===== config.mk =====
export PLATFORM = sky130hd
export DESIGN_NAME = ex_mem_pipeline_register
export DESIGN_NICKNAME = d
export VERILOG_FILES = /design/src/rtl/ex_mem_pipeline_register_pkg.sv /design/src/rtl/ex_mem_pipeline_register_mem_wait_sequencer.sv /design/src/rtl/ex_mem_pipeline_register.sv
export SDC_FILE = /design/constraint.sdc
export NUM_CORES = 1
export LEC_CHECK = 0
export ABC_CLOCK_PERIOD_IN_PS = 1500
export CORE_ASPECT_RATIO = 0.9
export CORE_MARGIN = 2
export CORE_UTILIZATION = 30
export DETAILED_ROUTE_END_ITERATION = 7
export GPL_TIMING_DRIVEN = 0
export SLEW_MARGIN = 20
export SYNTH_ARGS = -nofsm -noshare
export SYNTH_HDL_FRONTEND = slang
export SYNTH_SLANG_ARGS = --single-unit
export TNS_END_PERCENT = 5

===== constraint.sdc =====
create_clock -name clk -period 1.5 [get_ports clk]
set_input_delay 0.225 -clock clk [delete_from_list [all_inputs] [get_ports clk]]
set_output_delay 0.225 -clock clk [all_outputs]
set_load 0.05 [all_outputs]

===== src/rtl/ex_mem_pipeline_register_pkg.sv =====
// Shared types and constants for the EX/MEM pipeline register and its memory wait-state sequencer.
package ex_mem_pipeline_register_pkg;

    typedef enum logic {
        ST_IDLE   = 1'b0,
        ST_ACCESS = 1'b1
    } mem_state_e;

    localparam int unsigned DEF_REG_ADDR_BITS = 5;
    localparam int unsigned MEM_LATENCY_MAX   = 15;
    localparam int unsigned CNT_W             = 4;
    localparam int unsigned STAT_W            = 32;

    // Control bundle carried from execute to memory/writeback.
    typedef struct packed {
        logic mem_write;
        logic mem_read;
        logic reg_write;
        logic mem_to_reg;
        logic branch_eq;
        logic branch_ne;
    } ctrl_t;

    localparam int unsigned CTRL_W = $bits(ctrl_t);

endpackage


===== src/rtl/ex_mem_pipeline_register_mem_wait_sequencer.sv =====
// Holds a captured load/store in the EX/MEM stage for MEM_LATENCY cycles; busy while extra cycles remain.
module mem_wait_sequencer
    import ex_mem_pipeline_register_pkg::*;
#(
    parameter int unsigned MEM_LATENCY = 1
) (
    input  logic clk,
    input  logic rst_n,
    input  logic start_i,
    input  logic flush_i,
    output logic busy_o
);

    localparam int unsigned LAT = (MEM_LATENCY > MEM_LATENCY_MAX) ? MEM_LATENCY_MAX : MEM_LATENCY;

    mem_state_e        state_q, state_d;
    logic [CNT_W-1:0]  count_q, count_d;

    always_ff @(posedge clk or negedge rst_n) begin
        if (!rst_n) begin
            state_q <= ST_IDLE;
            count_q <= '0;
        end else begin
            state_q <= state_d;
            count_q <= count_d;
        end
    end

    // Count keeps running under downstream stall so the memory op always completes.
    always_comb begin
        state_d = state_q;
        count_d = count_q;
        if (flush_i) begin
            state_d = ST_IDLE;
            count_d = '0;
        end else begin
            case (state_q)
                ST_IDLE: begin
                    if (start_i && (LAT > 1)) begin
                        state_d = ST_ACCESS;
                        count_d = CNT_W'(LAT - 1);
                    end
                end
                ST_ACCESS: begin
                    count_d = count_q - CNT_W'(1);
                    if (count_q <= CNT_W'(1)) begin
                        state_d = ST_IDLE;
                        count_d = '0;
                    end
                end
                default: begin
                    state_d = ST_IDLE;
                    count_d = '0;
                end
            endcase
        end
    end

    assign busy_o = (state_q == ST_ACCESS);

endmodule


===== src/rtl/ex_mem_pipeline_register.sv =====
// EX/MEM boundary register with valid, stall/flush and memory wait states.
// Define EX_MEM_STATS_EN to add saturating StallCycles/BubbleCycles counters.
module ex_mem_pipeline_register
    import ex_mem_pipeline_register_pkg::*;
#(
    parameter int unsigned NBits       = 32,
    parameter int unsigned RegAddrBits = DEF_REG_ADDR_BITS,
    parameter int unsigned MEM_LATENCY = 1
) (
    input  logic                   clk,
    input  logic                   reset,
    input  logic                   stall_in,
    input  logic                   flush_in,
    input  logic                   in_valid,
    input  logic                   MemWrite_in,
    input  logic                   MemRead_in,
    input  logic                   RegWrite_in,
    input  logic                   MemtoReg_in,
    input  logic                   BranchEquals_in,
    input  logic                   BranchNotEquals_in,
    input  logic                   Zero_in,
    input  logic [RegAddrBits-1:0] WriteRegister_in,
    input  logic [NBits-1:0]       ALUResult_in,
    input  logic [NBits-1:0]       ReadData2_in,
    input  logic [NBits-1:0]       PC_4_in,
    input  logic [NBits-1:0]       BranchAddress_in,
    output logic                   out_valid,
    output logic                   MemWrite,
    output logic                   MemRead,
    output logic                   RegWrite,
    output logic                   MemtoReg,
    output logic                   BranchEquals,
    output logic                   BranchNotEquals,
    output logic                   Zero,
    output logic [RegAddrBits-1:0] WriteRegister,
    output logic [NBits-1:0]       ALUResult,
    output logic [NBits-1:0]       ReadData2,
    output logic [NBits-1:0]       PC_4,
    output logic [NBits-1:0]       BranchAddress,
`ifdef EX_MEM_STATS_EN
    output logic [STAT_W-1:0]      StallCycles,
    output logic [STAT_W-1:0]      BubbleCycles,
`endif
    output logic                   stall_out
);

    logic busy;
    logic hold;
    logic capture;
    logic start;
    ctrl_t ctrl_in;

    logic                   valid_q, valid_d;
    ctrl_t                  ctrl_q, ctrl_d;
    logic                   zero_q, zero_d;
    logic [RegAddrBits-1:0] wreg_q, wreg_d;
    logic [NBits-1:0]       alu_q, alu_d;
    logic [NBits-1:0]       rd2_q, rd2_d;
    logic [NBits-1:0]       pc4_q, pc4_d;
    logic [NBits-1:0]       baddr_q, baddr_d;

    assign ctrl_in = '{mem_write:  MemWrite_in,
                       mem_read:   MemRead_in,
                       reg_write:  RegWrite_in,
                       mem_to_reg: MemtoReg_in,
                       branch_eq:  BranchEquals_in,
                       branch_ne:  BranchNotEquals_in};

    assign hold    = stall_in | busy;
    assign capture = ~flush_in & ~hold;
    assign start   = capture & in_valid & (MemRead_in | MemWrite_in);

    mem_wait_sequencer #(
        .MEM_LATENCY (MEM_LATENCY)
    ) u_mem_wait_sequencer (
        .clk     (clk),
        .rst_n   (reset),
        .start_i (start),
        .flush_i (flush_in),
        .busy_o  (busy)
    );

    // Data registers keep their contents on flush; only the valid bit is killed.
    always_comb begin
        valid_d = valid_q;
        ctrl_d  = ctrl_q;
        zero_d  = zero_q;
        wreg_d  = wreg_q;
        alu_d   = alu_q;
        rd2_d   = rd2_q;
        pc4_d   = pc4_q;
        baddr_d = baddr_q;
        if (capture) begin
            valid_d = in_valid;
            ctrl_d  = ctrl_in;
            zero_d  = Zero_in;
            wreg_d  = WriteRegister_in;
            alu_d   = ALUResult_in;
            rd2_d   = ReadData2_in;
            pc4_d   = PC_4_in;
            baddr_d = BranchAddress_in;
        end
        if (flush_in) begin
            valid_d = 1'b0;
        end
    end

    always_ff @(posedge clk or negedge reset) begin
        if (!reset) begin
            valid_q <= 1'b0;
            ctrl_q  <= '0;
            zero_q  <= 1'b0;
            wreg_q  <= '0;
            alu_q   <= '0;
            rd2_q   <= '0;
            pc4_q   <= '0;
            baddr_q <= '0;
        end else begin
            valid_q <= valid_d;
            ctrl_q  <= ctrl_d;
            zero_q  <= zero_d;
            wreg_q  <= wreg_d;
            alu_q   <= alu_d;
            rd2_q   <= rd2_d;
            pc4_q   <= pc4_d;
            baddr_q <= baddr_d;
        end
    end

    // A bubble must never write memory/registers or redirect fetch.
    assign out_valid       = valid_q;
    assign MemWrite        = ctrl_q.mem_write  & valid_q;
    assign MemRead         = ctrl_q.mem_read   & valid_q;
    assign RegWrite        = ctrl_q.reg_write  & valid_q;
    assign MemtoReg        = ctrl_q.mem_to_reg & valid_q;
    assign BranchEquals    = ctrl_q.branch_eq  & valid_q;
    assign BranchNotEquals = ctrl_q.branch_ne  & valid_q;
    assign Zero            = zero_q;
    assign WriteRegister   = wreg_q;
    assign ALUResult       = alu_q;
    assign ReadData2       = rd2_q;
    assign PC_4            = pc4_q;
    assign BranchAddress   = baddr_q;
    assign stall_out       = busy | stall_in;

`ifdef EX_MEM_STATS_EN
    logic [STAT_W-1:0] stall_cnt_q, stall_cnt_d;
    logic [STAT_W-1:0] bubble_cnt_q, bubble_cnt_d;

    // Saturating performance counters.
    always_comb begin
        stall_cnt_d  = stall_cnt_q;
        bubble_cnt_d = bubble_cnt_q;
        if (stall_out && (stall_cnt_q != '1)) begin
            stall_cnt_d = stall_cnt_q + STAT_W'(1);
        end
        if (!valid_q && (bubble_cnt_q != '1)) begin
            bubble_cnt_d = bubble_cnt_q + STAT_W'(1);
        end
    end

    always_ff @(posedge clk or negedge reset) begin
        if (!reset) begin
            stall_cnt_q  <= '0;
            bubble_cnt_q <= '0;
        end else begin
            stall_cnt_q  <= stall_cnt_d;
            bubble_cnt_q <= bubble_cnt_d;
        end
    end

    assign StallCycles  = stall_cnt_q;
    assign BubbleCycles = bubble_cnt_q;
`endif

endmodule


==> Word-level counts from Yosys, hierarchy flattened <==
Index checks and enable logic that the tools add are counted.
{ "totals": {"ff_bits": 146, "output_inout_bits": 142, "wordCells": 37} }
{ "op_classes": {"addsub": 1, "order_cmp": 1, "mux": 8, "bitwise_logic": 10, "reduce_logical": 2} }
{ "ops": {"columns": ["cell", "n"], "rows": [
  ["$mux W4", 3],
  ["$and A1 B1 Y1", 7],
  ["$mux W1", 5],
  ["$le A4 B1 Y1 const B", 1],
  ["$reduce_bool A2 Y1", 2],
  ["$sub A4 B1 Y4 const B", 1],
  ["$not A1 Y1", 2],
  ["$or A1 B1 Y1", 1]
]} }

==> Depth between registers and ports, before layout <==
Gate-level depths: netlist (run 1).
{ "logic_depth": {"ltp_word": 5, "mapped_depth": 6, "depth_no_buf": 5} }

==> By module <==
From an unflattened synthesis (run 1), not the netlist that was laid out.
{ "hier_totals": {"hier_cells": 335, "area_unflattened_um2": 5596.6} }
{ "modules_own_cells": {"columns": ["mod", "n_inst", "cells_per_inst", "area_per_inst_um2"], "rows": [
  ["ex_mem_pipeline_register", 1, 309, 5327.6],
  ["mem_wait_sequencer", 1, 26, 269.0]
]} }

==> Worst setup path before layout (run 1) <==
No wires, ideal clock.
{ "synth_timing": {"path_type": "register to register", "start": "reg u_mem_wait_sequencer.state_q (netlist: u_mem_wait_sequencer.busy_o)", "end": "reg alu_q[0] (netlist: ALUResult[0])", "setup_ns": 0.125, "arrival_ns": 1.405, "required_time_ns": 1.375, "path_slack_ns": -0.030, "path_stages_with_launch": 7, "synth_period_minus_slack_ns": 1.530, "path_cell_list": "dfrtp_1 > nor2_2 > inv_4 > nor2_8 > buf_12 > buf_12 > mux2_4"} }
{ "synth_via": {"elab_chain_cells": 3} }
{ "synth_lines": {"columns": ["element", "line_no", "source"], "rows": [
  ["start: declaration", "ex_mem_pipeline_register_mem_wait_sequencer.sv:16", "mem_state_e state_q, state_d;"],
  ["start signal: assignment", "ex_mem_pipeline_register_mem_wait_sequencer.sv:24", "state_q <= state_d;"],
  ["$or A1 B1 Y1", null, null],
  ["net stall_out", "ex_mem_pipeline_register.sv:44", "output logic stall_out"],
  ["$not A1 Y1", "ex_mem_pipeline_register.sv:70", "assign capture = ~flush_in & ~hold;"],
  ["$and A1 B1 Y1", "ex_mem_pipeline_register.sv:70", null],
  ["end signal: assignment", "ex_mem_pipeline_register.sv:123", "alu_q <= alu_d;"],
  ["end: declaration", "ex_mem_pipeline_register.sv:57", "logic [NBits-1:0] alu_q, alu_d;"]
]} }
The timed path passes the listed nets, and every way through them passes these cells.
A chain may end at the register's enable or synchronous reset.

==> Worst setup path in the final report (run 1) <==
{ "layout_timing": {"start": "reg u_mem_wait_sequencer.state_q (netlist: u_mem_wait_sequencer.busy_o)", "end": "reg rd2_q[21] (netlist: ReadData2[21])"} }
{ "layout_via": {"elab_chain_cells": 3} }
{ "layout_lines": {"columns": ["element", "line_no", "source"], "rows": [
  ["$or A1 B1 Y1", "ex_mem_pipeline_register.sv:69", "assign hold = stall_in | busy;"],
  ["$not A1 Y1", "ex_mem_pipeline_register.sv:70", null],
  ["$and A1 B1 Y1", "ex_mem_pipeline_register.sv:70", null],
  ["end signal: assignment", "ex_mem_pipeline_register.sv:124", "rd2_q <= rd2_d;"],
  ["end: declaration", "ex_mem_pipeline_register.sv:58", "logic [NBits-1:0] rd2_q, rd2_d;"]
]} }
No other way between the ends.

==> tab_implementation.tex, run 1 <==
\begin{tabular}{lr}
\hline
Metric & Value \\
\hline
\multicolumn{2}{l}{\textbf{Outcome}} \\
Status & finished, violations left \\
Failing checks & negative setup slack \\
\multicolumn{2}{l}{\textbf{Final layout}} \\
Final std cells w/o fill & 913 \\
Final standard cell utilization of the core & 50.8\% \\
Area of the multi-input gates & 2140 um2 \\
Share of final-layout standard cells stronger than drive strength 1 & 51.5\% \\
Fillers & 1663 \\
Area added between synthesis and finish & 66.7\% \\
Nets & 792 \\
Sequential cell area & 3660 um2 \\
Antenna cell count & 0 \\
\multicolumn{2}{l}{\textbf{Yosys}} \\
Flops \& latches, synth & 146 \\
Syn Area/Cell & 18.1 um2 \\
Share of the synthesized area in the top cell type & 60.3\% \\
Yosys warning total & 0 \\
Sequential share of the synthesized area & 60.3\% \\
Cell types with the largest area share after synthesis & sky130\_fd\_sc\_hd\_\_dfrtp\_1, sky130\_fd\_sc\_hd\_\_mux2\_4, sky130\_fd\_sc\_hd\_\_mux2\_2, sky130\_fd\_sc\_hd\_\_buf\_12, sky130\_fd\_sc\_hd\_\_and2\_1 \\
Commonest cells in the synthesized netlist & sky130\_fd\_sc\_hd\_\_dfrtp\_1, sky130\_fd\_sc\_hd\_\_mux2\_4, sky130\_fd\_sc\_hd\_\_mux2\_2, sky130\_fd\_sc\_hd\_\_buf\_12, sky130\_fd\_sc\_hd\_\_nand2\_1 \\
Predominant post-synthesis flop cell & sky130\_fd\_sc\_hd\_\_dfrtp\_1 \\
Most numerous cell in the Yosys netlist & sky130\_fd\_sc\_hd\_\_dfrtp\_1 \\
Post-synth net total & 481 \\
Synthesized netlist cell count & 334 \\
Post-synth EDFFs & 0 \\
Post-synthesis async set-or-reset flop share & 100\% \\
Cell taking the most area after synthesis & sky130\_fd\_sc\_hd\_\_dfrtp\_1 \\
Distinct cells, synth & 19 \\
Cell area after technology mapping & 6060 um2 \\
\multicolumn{2}{l}{\textbf{Critical path}} \\
Termination of the worst setup path & ReadData2[21]\$\_DFFE\_PN0P\_ \\
Source of the worst register-to-register timing path & u\_mem\_wait\_sequencer.busy\_o\$\_DFF\_PN0\_ \\
Type of the worst setup path & reg2reg \\
Sort of element at the start of the critical path & flop \\
Register-to-register setup slack & -0.07 ns \\
Count of cells along the worst register-to-register path & 6 \\
Arrival time at the worst endpoint & 1.87 ns \\
Critical R2R Capture & ReadData2[21]\$\_DFFE\_PN0P\_ \\
Worst EP required & 1.80 ns \\
Maximum fanout along the worst path & 10 \\
Origin of the worst setup path & u\_mem\_wait\_sequencer.busy\_o\$\_DFF\_PN0\_ \\
Type of destination of the critical path & flop \\
\multicolumn{2}{l}{\textbf{STA}} \\
Timing-limited maximum frequency & 636 MHz \\
Final-report max-slew violation count & 0 \\
Part of the cycle the worst path needs & 105\% \\
Post-route worst setup slack & -0.0714 ns \\
Unrepaired setup endpoints after global routing & yes \\
Worst slew margin relative to its limit & 62.3\% \\
Final hold violation count & 0 \\
Minimum hold slack & 0.347 ns \\
Worst Clk Skew & 0.00883 ns \\
Slew at the pin closest to its max-slew limit & 0.566 ns \\
Setup violators final & 120 \\
Final worst path period need & 1.57 ns \\
\multicolumn{2}{l}{\textbf{Die}} \\
Total Die Area & 21300 um2 \\
Number of placement rows & 49 \\
IO Pins & 287 \\
Core footprint & 19900 um2 \\
Initial Utilization & 30.5\% \\
Width of the die & 154 um \\
Vert. Die Dim & 139 um \\
\multicolumn{2}{l}{\textbf{GRT}} \\
Number of global-route vias before repair & 4502 \\
Pin count of the biggest net entering global routing & 75 \\
Wire length of the first global-routing pass & 25200 um \\
Combined global-route utilization of all metal layers & 15.1\% \\
Number of antenna violations at the first check in global routing & 0 \\
GRT overflow & 0 \\
\multicolumn{2}{l}{\textbf{Place}} \\
Port bufs & 286 \\
Dpl hpwl & 11300 um \\
Total instance count after detailed placement & 876 \\
Gpl congestion & 0.778 \\
\multicolumn{2}{l}{\textbf{Clock network}} \\
Root cell of the clock tree & sky130\_fd\_sc\_hd\_\_clkbuf\_16 \\
Maximum count of clock buffers along a single path & 2 \\
H-Tree Level Count & 4 \\
CTS tree & done \\
Clock transition at the registers of the reported paths & 0.06 ns \\
TritonCTS Sinks & 146 \\
Clock latency of the later-clocked register in the worst-skew pair & 0.41 ns \\
Number of CTS-inserted buffers & 17 \\
\multicolumn{2}{l}{\textbf{Route}} \\
Average wire length per cell after detail routing & 17.3 um \\
Final ANT Viol Nets & 0 \\
Final routed wirelength across all metal layers & 15800 um \\
DR pass1 iterations & 4 \\
Count of vias placed by the detailed router & 3927 \\
Violation count after the first detailed-route iteration & 145 \\
Vias per std cell & 4.30 \\
DRC viols & 0 \\
\multicolumn{2}{l}{\textbf{Power}} \\
Total power & 0.0137 W \\
Highest ir drop seen on vdd & 0.000702 V \\
Power per standard cell area & 1350 nW/um2 \\
Leak Pwr & 4.41 nW \\
\multicolumn{2}{l}{\textbf{Flow run}} \\
Number of max-capacitance violations reported & 0 \\
\multicolumn{2}{l}{\textbf{Hold path}} \\
Worst hold path class & in2async \\
\hline
\end{tabular}
## area by class of cell
cell class                 count  share of cell area [%]
clock buffer                  20                    4.42
clock inverter                12                    1.54
multi-input combinational    168                    21.2
tap                          255                    3.16
inverter                       5                   0.211
sequential                   146                    36.2
buffer                        15                    2.48
timing repair buffer         292                    30.8
## power by group
group	internal (W)	total (W)	switching [W]
sequential	0.00450	0.00482	0.000319
combinational	0.00183	0.00450	0.00266
clock	0.00267	0.00436	0.00169
total	0.00900	0.0137	0.00467
## through the flow
step,area [um2],worst slack [ns],TNS [ns]
floorplan,6060,-0.0297,-2.97
global placement,9240,-5.60,-857.37
detailed placement,9270,-0.382,-46.97
CTS,10100,-0.0880,-8.07
global route,10100,-0.130,-14.18
finish,10100,-0.0714,-5.39
## critical path: stages (launching register included)
cell                      delay, ns
sky130_fd_sc_hd__dfrtp_2       0.43
sky130_fd_sc_hd__nor2_4        0.12
sky130_fd_sc_hd__inv_4         0.06
sky130_fd_sc_hd__nor2_8        0.19
sky130_fd_sc_hd__buf_16        0.19
sky130_fd_sc_hd__buf_12        0.16
sky130_fd_sc_hd__mux2_4        0.30
## cell families after synthesis
kind of cell | count (synthesis) | share of synthesized area (%)
fa+ha+maj | 2 | 0.413
xor+xnor | 1 | 0.145
simple gates | 19 | 1.84
mux | 140 | 32.2
compound gates | 6 | 0.558
buf+inv | 20 | 4.48
flops | 146 | 60.3
## how the worst min path moves through the flow
stage | start | to | depth (start not counted)
after CTS | in_valid | out_valid$_DFFE_PN0P_ | 3
final | reset | ALUResult[19]$_DFFE_PN0P_ | 2
after global placement | ctrl_q[4]$_DFFE_PN0P_ | ctrl_q[4]$_DFFE_PN0P_ | 1
after detailed placement | reset | ALUResult[19]$_DFFE_PN0P_ | 1
after global routing | in_valid | out_valid$_DFFE_PN0P_ | 3
after floorplan | reset | ALUResult[0]$_DFFE_PN0P_ | 0
## state kept, by name, summed over array words and instances (netlist names), 4 cells and up
| signal | cells |
|---|---|
| PC_4 | 32 |
| u_mem_wait_sequencer.count_q | 4 |
| ALUResult | 32 |
| BranchAddress | 32 |
| WriteRegister | 5 |
| ctrl_q | 6 |
| ReadData2 | 32 |
## routing by layer
layer | up-vias | share of wire, % | GRT usage (%)
met5 | - | 0 | 0
met4 | 0 | 1.1 | 4.10
met3 | 14 | 8.0 | 6.00
met2 | 167 | 49 | 25.1
met1 | 1954 | 41 | 18.4
li1 | 1792 | - | -
## timing repair
action / CTS / global route
endpoints found under the setup margin: 266 / 152
gates cloned: 1 / 1
hold buffers: 1 / 0
pin swaps: 0 / 1
setup buffers: 0 / 2
endpoints found under the hold margin: 72 / 0
resized for setup: 451 / 4
## placed cells by master (no fill, tap or decap), types with 2 or more instances in the layout
| cell type | count |
|---|---|
| sky130_fd_sc_hd__clkinvlp_4 | 2 |
| sky130_fd_sc_hd__mux2_4 | 100 |
| sky130_fd_sc_hd__inv_1 | 4 |
| sky130_fd_sc_hd__mux2_2 | 40 |
| sky130_fd_sc_hd__buf_16 | 2 |
| sky130_fd_sc_hd__a21oi_1 | 2 |
| sky130_fd_sc_hd__nor2_1 | 2 |
| sky130_fd_sc_hd__clkbuf_2 | 2 |
| sky130_fd_sc_hd__clkinv_2 | 3 |
| sky130_fd_sc_hd__buf_4 | 13 |
| sky130_fd_sc_hd__dfrtp_1 | 144 |
| sky130_fd_sc_hd__and2_1 | 6 |
| sky130_fd_sc_hd__inv_6 | 2 |
| sky130_fd_sc_hd__o21ai_0 | 3 |
| sky130_fd_sc_hd__bufinv_16 | 3 |
| sky130_fd_sc_hd__clkdlybuf4s50_1 | 143 |
| sky130_fd_sc_hd__clkbuf_16 | 18 |
| sky130_fd_sc_hd__clkdlybuf4s15_2 | 132 |
| sky130_fd_sc_hd__clkinv_4 | 2 |
| sky130_fd_sc_hd__ha_1 | 2 |
| sky130_fd_sc_hd__dfrtp_2 | 2 |
| sky130_fd_sc_hd__nand2_1 | 7 |
| sky130_fd_sc_hd__buf_12 | 11 |
| sky130_fd_sc_hd__clkbuf_1 | 2 |
No activity file was read; power rests on OpenSTA's default activity.
==> inputs of run 2 (changes only) <==
--- a/config.mk
+++ b/config.mk
@@ -11,6 +11,7 @@
 export CORE_UTILIZATION = 30
 export DETAILED_ROUTE_END_ITERATION = 7
 export GPL_TIMING_DRIVEN = 0
+export SETUP_SLACK_MARGIN = 0.2
 export SLEW_MARGIN = 20
 export SYNTH_ARGS = -nofsm -noshare
 export SYNTH_HDL_FRONTEND = slang
==> run 2 against run 1 <==
Against the previous run:
- the run still ends with negative setup slack left
- count of clock-buffer cells in the layout unchanged
- combinational power fell by 3%
- first-iteration DRC count increased by 10%
- total power decreased by 1.2%
- flip-flop and latch count did not move
- cell area shrank 4.7%
- die area did not move
- sequential power barely moved
- wire length up 0.93%
- global-route usage barely moved
- clock skew shrank 0.0010 ns
- critical endpoint is now ReadData2[27]$_DFFE_PN0P_
==> tab_implementation.tex, run 2 (synthesis gave the netlist of run 1 again) <==
\begin{tabular}{lr}
\hline
Metric & Value \\
\hline
\multicolumn{2}{l}{\textbf{Outcome}} \\
Status & finished, violations left (unchanged) \\
Failing checks & negative setup slack (unchanged) \\
\multicolumn{2}{l}{\textbf{Final layout}} \\
Nets & 795 (was 792) \\
Area added between synthesis and finish & 58.9\% (was 66.7\%) \\
Final Instance Area & 9620 um2 (was 10100 um2) \\
Antenna cell count & 0 (unchanged) \\
Fillers & 1748 (was 1663) \\
Commonest non-fill, non-tap cell in the layout & sky130\_fd\_sc\_hd\_\_dfrtp\_1 (unchanged) \\
Leading cell types in the layout, fill and taps excluded & sky130\_fd\_sc\_hd\_\_dfrtp\_1, sky130\_fd\_sc\_hd\_\_clkdlybuf4s50\_1, sky130\_fd\_sc\_hd\_\_mux2\_4, sky130\_fd\_sc\_hd\_\_clkbuf\_4, sky130\_fd\_sc\_hd\_\_buf\_2 (was sky130\_fd\_sc\_hd\_\_dfrtp\_1, sky130\_fd\_sc\_hd\_\_clkdlybuf4s50\_1, sky130\_fd\_sc\_hd\_\_clkdlybuf4s15\_2, sky130\_fd\_sc\_hd\_\_mux2\_4, sky130\_fd\_sc\_hd\_\_mux2\_2) \\
Final std cells w/o fill & 916 (was 913) \\
Share of final-layout standard cells stronger than drive strength 1 & 53.3\% (was 51.5\%) \\
\multicolumn{2}{l}{\textbf{GRT}} \\
Combined global-route utilization of all metal layers & 15.1\% (about the same) \\
Wire length of the first global-routing pass & 25200 um (about the same) \\
Pin count of the biggest net entering global routing & 75 (unchanged) \\
Number of global-route vias before repair & 4454 (was 4502) \\
GRT overflow & 0 (unchanged) \\
Number of antenna violations at the first check in global routing & 0 (unchanged) \\
\multicolumn{2}{l}{\textbf{Critical path}} \\
Maximum fanout along the worst path & 10 (unchanged) \\
Critical R2R Capture & ReadData2[27]\$\_DFFE\_PN0P\_ (was ReadData2[21]\$\_DFFE\_PN0P\_) \\
Source of the worst register-to-register timing path & u\_mem\_wait\_sequencer.busy\_o\$\_DFF\_PN0\_ (unchanged) \\
Sort of element at the start of the critical path & flop (unchanged) \\
Type of destination of the critical path & flop (unchanged) \\
Worst EP required & 1.80 ns (about the same) \\
Arrival time at the worst endpoint & 1.83 ns (was 1.87 ns) \\
Type of the worst setup path & reg2reg (unchanged) \\
Register-to-register setup slack & -0.03 ns (was -0.07 ns) \\
Count of cells along the worst register-to-register path & 6 (unchanged) \\
\multicolumn{2}{l}{\textbf{Route}} \\
Average wire length per cell after detail routing & 17.4 um (was 17.3 um) \\
Violation count after the first detailed-route iteration & 160 (was 145) \\
Final routed wirelength across all metal layers & 15900 um (was 15800 um) \\
Vias per std cell & 4.29 (was 4.30) \\
Final ANT Viol Nets & 0 (unchanged) \\
DR pass1 iterations & 4 (unchanged) \\
DRC viols & 0 (unchanged) \\
Count of vias placed by the detailed router & 3933 (was 3927) \\
\multicolumn{2}{l}{\textbf{Place}} \\
Gpl congestion & 0.778 (unchanged) \\
Standard cell area after detailed placement & 9270 um2 (unchanged) \\
Port bufs & 286 (unchanged) \\
Total instance count after detailed placement & 876 (unchanged) \\
Dpl hpwl & 11300 um (unchanged) \\
\multicolumn{2}{l}{\textbf{Hold path}} \\
Worst hold path class & in2async (unchanged) \\
\multicolumn{2}{l}{\textbf{Clock network}} \\
TritonCTS Sinks & 146 (unchanged) \\
Clock transition at the registers of the reported paths & 0.06 ns (about the same) \\
Number of CTS-inserted buffers & 17 (unchanged) \\
CTS tree & done (unchanged) \\
Maximum count of clock buffers along a single path & 2 (unchanged) \\
Root cell of the clock tree & sky130\_fd\_sc\_hd\_\_clkbuf\_16 (unchanged) \\
H-Tree Level Count & 4 (unchanged) \\
Clock latency of the later-clocked register in the worst-skew pair & 0.41 ns (about the same) \\
\multicolumn{2}{l}{\textbf{Die}} \\
Width of the die & 154 um (unchanged) \\
Number of placement rows & 49 (unchanged) \\
Total Die Area & 21300 um2 (unchanged) \\
Initial Utilization & 30.5\% (unchanged) \\
Core footprint & 19900 um2 (unchanged) \\
IO Pins & 287 (unchanged) \\
Vert. Die Dim & 139 um (unchanged) \\
\multicolumn{2}{l}{\textbf{Power}} \\
Power per standard cell area & 1410 nW/um2 (was 1350 nW/um2) \\
Leak Pwr & 4.42 nW (was 4.41 nW) \\
Highest ir drop seen on vdd & 0.000685 V (was 0.000702 V) \\
\multicolumn{2}{l}{\textbf{STA}} \\
Final hold violation count & 0 (unchanged) \\
Worst Clk Skew & 0.00780 ns (was 0.00883 ns) \\
Unrepaired setup endpoints after global routing & yes (unchanged) \\
Part of the cycle the worst path needs & 102\% (was 105\%) \\
Worst slew margin relative to its limit & 61.6\% (was 62.3\%) \\
Final worst path period need & 1.53 ns (was 1.57 ns) \\
Post-route worst setup slack & -0.0331 ns (was -0.0714 ns) \\
Slew at the pin closest to its max-slew limit & 0.576 ns (was 0.566 ns) \\
Timing-limited maximum frequency & 652 MHz (was 636 MHz) \\
Final-report max-slew violation count & 0 (unchanged) \\
Setup violators final & 92 (was 120) \\
\multicolumn{2}{l}{\textbf{Flow run}} \\
Number of max-capacitance violations reported & 0 (unchanged) \\
\hline
\end{tabular}
## run 2: cell types whose count changed in the layout (fill, tap and decap cells not counted), moves of 2 or more
cell | previous run | this run
sky130_fd_sc_hd__and2_4 | 0 | 6
sky130_fd_sc_hd__buf_2 | 1 | 50
sky130_fd_sc_hd__o21ai_1 | 0 | 3
sky130_fd_sc_hd__clkdlybuf4s15_2 | 132 | 0
sky130_fd_sc_hd__inv_1 | 4 | 2
sky130_fd_sc_hd__and2_1 | 6 | 0
sky130_fd_sc_hd__buf_4 | 13 | 21
sky130_fd_sc_hd__clkbuf_4 | 0 | 71
sky130_fd_sc_hd__clkbuf_2 | 2 | 0
sky130_fd_sc_hd__o21ai_0 | 3 | 0
sky130_fd_sc_hd__buf_8 | 1 | 8
sky130_fd_sc_hd__inv_2 | 0 | 2
## run 2: worst max-delay path, cell delays in order (launching register included)
cell	delay, ns
sky130_fd_sc_hd__dfrtp_2	0.42
sky130_fd_sc_hd__nor2_4	0.11
sky130_fd_sc_hd__inv_4	0.06
sky130_fd_sc_hd__nor2_8	0.16
sky130_fd_sc_hd__buf_16	0.19
sky130_fd_sc_hd__buf_12	0.16
sky130_fd_sc_hd__mux2_4	0.31
## run 2: how the worst max path moves through the flow
stage / from / end / slack, ns / depth (start not counted)
5_1_grt: u_mem_wait_sequencer.busy_o$_DFF_PN0_ / ReadData2[1]$_DFFE_PN0P_ / -0.10 / 6
6_report: u_mem_wait_sequencer.busy_o$_DFF_PN0_ / ReadData2[27]$_DFFE_PN0P_ / -0.03 / 6
2_1_floorplan: u_mem_wait_sequencer.busy_o$_DFF_PN0_ / ALUResult[0]$_DFFE_PN0P_ / -0.03 / 6
4_1_cts: u_mem_wait_sequencer.busy_o$_DFF_PN0_ / BranchAddress[10]$_DFFE_PN0P_ / -0.08 / 6
3_5_place_dp: stall_in / stall_out / -0.38 / 4
3_3_place_gp: reset / ALUResult[4]$_DFFE_PN0P_ / -5.60 / 1
## run 2: report_power, final
group	total (W)	internal [W]	switching [W]
clock network	0.00435	0.00267	0.00168
registers	0.00482	0.00450	0.000314
logic	0.00435	0.00168	0.00267
## run 2: cell type report
cell class | count | area [um2] | area share, %
Buffer | 15 | 250 | 2.60
Clock buffer | 20 | 447 | 4.64
Clock inverter | 12 | 155 | 1.61
Inverter | 5 | 21.3 | 0.221
Multi-Input combinational cell | 168 | 2180 | 22.7
Sequential cell | 146 | 3660 | 38.0
Tap cell | 255 | 319 | 3.32
Timing Repair Buffer | 295 | 2590 | 26.9
## run 2: repair_timing
action / in CTS / in global routing
setup buffers: 2 / 2
endpoints found under the setup margin: 286 / 225
resized for setup: 760 / 80
hold endpoints to repair: 72 / 0
cloned: 1 / 2
pin swaps: 5 / 7
hold buffers: 1 / 0
## run 2: metal layers
| layer | global-route usage [%] | vias to the layer above | part of all wire [%] |
|---|---|---|---|
| met1 | 18.6 | 1956 | 41 |
| met4 | 4.10 | 0 | 1.1 |
| li1 | - | 1792 | - |
| met3 | 5.91 | 13 | 8.1 |
| met5 | 0 | - | 0 |
| met2 | 24.7 | 172 | 50 |
## run 2: metrics by stage
step / worst slack (ns) / hold slack, ns / setup TNS, ns / power (W) / util [%]
6_report: -0.0331 / 0.350 / -1.73 / 0.0135 / 48.4
5_1_grt: -0.100 / 0.354 / -9.81 / 0.0141 / 48.4
4_1_cts: -0.0772 / 0.346 / -6.74 / 0.0135 / 47.2
3_5_place_dp: -0.382 / 0.226 / -46.97 / 0.00955 / 46.7
3_3_place_gp: -5.60 / 0.484 / -857.37 / 0.00950 / 46.5
2_1_floorplan: -0.0297 / -0.0706 / -2.97 / 0.00773 / -
==> variant (flow settings as in run 1) <==
`DEF_REG_ADDR_BITS`: 5 -> 4.
--- a/src/rtl/ex_mem_pipeline_register_pkg.sv
+++ b/src/rtl/ex_mem_pipeline_register_pkg.sv
@@ -7,5 +7,5 @@
     } mem_state_e;
 
-    localparam int unsigned DEF_REG_ADDR_BITS = 5;
+    localparam int unsigned DEF_REG_ADDR_BITS = 4;
     localparam int unsigned MEM_LATENCY_MAX   = 15;
     localparam int unsigned CNT_W             = 4;
Ports: changed (resized WriteRegister and WriteRegister_in); port bits go from 287 to 285. No check against the original RTL was run, so the function may have changed too.
==> variant against run 1 <==
- the flow still finishes with violations (negative setup slack)
- sequential share of layout area decreased by 0.16 points
- final area decreased by 0.24%
- hold slack improved by 0.0035 ns
- core utilization decreased by 0.28 points
- synthesized cell count decreased by 0.60%
- sequential cell count decreased by 1
- power decreased by 0.60%
- first-iteration DRC count decreased by 20%
- count of clock-buffer cells in the layout decreased by 2
- clock skew decreased by 0.0037 ns
- wire length decreased by 0.38%
- worst setup slack got worse by 0.0044 ns
- non-clock buffer count decreased by 2
- synthesized area increased by 0.14%
==> variant: results (changes against run 1) <==
- Leakage: 4.419 nW (was 4.412 nW)
- Compound-cell area share of the yosys netlist: 0.5570% (was 0.5579%)
- Fraction of registers with async set/reset: 100.0% (unchanged)
- DR WL/cell: 17.30 µm (was 17.27 µm)
- Ant. Diodes: 0 (unchanged)
- Maximum number of pins on one net before global-route repair: 84 (was 75)
- # placed instances: 872 (was 876)
- Post-Route Setup TNS: -5.739 ns (was -5.394 ns)
- First-pass GRT wire length: 24,610 µm (was 25,210 µm)
- Met1 layer usage reported by global route: 18.01% (was 18.36%)
- Commonest cells post-synth: sky130_fd_sc_hd__dfrtp_1, sky130_fd_sc_hd__mux2_4, sky130_fd_sc_hd__mux2_2, sky130_fd_sc_hd__buf_12, sky130_fd_sc_hd__nand2_1 (unchanged)
- Root buffer selected by CTS: sky130_fd_sc_hd__clkbuf_16 (unchanged)
- Mux contribution to synthesized area: 32.62% (was 32.23%)
- Share of cells above drive strength 1: 51.61% (was 51.52%)
- Failing checks: negative setup slack (unchanged)
- Maximum level of the CTS H-tree: 4 (unchanged)
- Count of fill cells added during filler insertion: 1,691 (was 1,663)
- Initial antenna violation count: 0 (unchanged)
- Mapped Nets: 478 (was 481)
- Count of routing violations after the opening detailed-route iteration: 116 (was 145)
- Estimated wirelength of the detail-placed design: 11,140 µm (was 11,330 µm)
- Cell variety after synth: 20 (was 19)
- IR drop worst, VDD: 0.6359 mV (was 0.7018 mV)
- Clock insertion delay at the later pin of the skew report: 0.42 ns
- Min-Delay Path Class: in -> reg (was in -> async)
- Post-synthesis sequential area ratio: 59.83% (was 60.33%)
- Post-place setup slack: -0.4014 ns (was -0.3819 ns)
- Post-Synth XOR/XNOR Area: 0.1444% (was 0.1446%)
- Vias in the first global route: 4,382 (was 4,502)
- PortBufs: 284 (was 286)
- Worst path setup slack after routing: -0.07587 ns (was -0.07142 ns)
- Total grt overflow: 0 (unchanged)
- Top cells by area in the synthesized netlist: sky130_fd_sc_hd__dfrtp_1, sky130_fd_sc_hd__mux2_4, sky130_fd_sc_hd__mux2_2 (unchanged)
- Vias per Instance: 4.269 (was 4.301)
- Max clock buf depth: 2 (unchanged)
- Outcome: complete, but fails checks (unchanged)
- Max_slew headroom: 56.43% (was 62.26%)
- Met2 routing resource usage after global routing: 24.61% (was 25.10%)
- CTS clk-pin slew, worst paths: 0.06 ns (about the same)
- Total wire length: 15,710 µm (was 15,770 µm)
- Setup violators final: 110 (was 120)
- Met3 layer usage reported by global route: 4.844% (was 6.000%)
- Final Net Count: 787 (was 792)
- Mapped Cells: 332 (was 334)
- Overall routing resource usage: 14.74% (was 15.13%)
- Routability cong.: 0.7563 (was 0.7781)
- Adder-cell share of the synthesized area: 0.4126% (was 0.4132%)
- Clock tree skew after final layout: 0.005148 ns (was 0.008831 ns)
-- variant: cells by family (layout without fill, tap and decap cells) --
kind of cell,after synthesis,in the layout
AO/OA/AOI/OAI,6,6
XOR/XNOR,1,1
adder cells (fa/ha/maj),2,2
buffers and inverters,20,341
flip-flops,145,145
multiplexers,139,139
AND/OR/NAND/NOR,19,19
-- variant: final cells by class --
class	instances	share of cell area [%]
Buffer	15	2.596
Clock buffer	18	4.260
Clock inverter	13	1.615
Inverter	5	0.2112
Multi-Input combinational cell	167	21.54
Sequential cell	145	36.05
Tap cell	255	3.167
Timing Repair Buffer	290	30.57
-- variant: per-stage QoR --
| stage | power [mW] | area, µm² |
|---|---|---|
| final | 13.59 | 10070 |
| after detailed placement | 9.509 | 9259 |
| after global placement | 9.456 | 9226 |
| after floorplan | 7.712 | 6065 |
| after global routing | 14.14 | 10070 |
| after CTS | 13.76 | 10010 |
-- variant: critical path, cell delays in order (launching register included) --
cell and delay, ns:
sky130_fd_sc_hd__dfrtp_2 0.45, sky130_fd_sc_hd__nor2_4 0.13, sky130_fd_sc_hd__inv_4 0.06, sky130_fd_sc_hd__nor2_8 0.15, sky130_fd_sc_hd__buf_6 0.18, sky130_fd_sc_hd__buf_8 0.17
sky130_fd_sc_hd__mux2_4 0.31
-- variant: metal layers --
layer / share of wire, % / up-vias
met5: 0 / -
met3: 7.0 / 17
met1: 43 / 1920
met4: 1.6 / 0
met2: 49 / 162
li1: - / 1777
-- variant: worst paths after layout --
check | start | endpoint | slack (ns) | cells past startpoint
worst max register to register | u_mem_wait_sequencer.busy_o | ALUResult[0] | -0.08 | 6
max in group asynchronous | reset | ALUResult[23] | 0.38 | 3
worst max-delay path | u_mem_wait_sequencer.busy_o | ALUResult[0] | -0.08 | 6
worst min-delay path | in_valid | out_valid | 0.35 | 3
worst min register to register | ALUResult[14] | ALUResult[14] | 0.50 | 1
min in group asynchronous | reset | PC_4[24] | 0.39 | 2
-- variant: power by group --
part           internal [mW]  total [mW]  switching [mW]
Sequential              4.47        4.79           0.316
Clock                   2.61        4.31            1.70
Combinational           1.85        4.50            2.65
-- variant: what timing repair did --
| action | CTS | global route |
|---|---|---|
| cloned | 0 | 2 |
| setup endpoints to repair | 256 | 122 |
| hold endpoints to repair | 82 | 0 |
| hold buffers | 1 | 0 |
| resized for setup | 447 | 4 |
| buffers inserted | 0 | 2 |
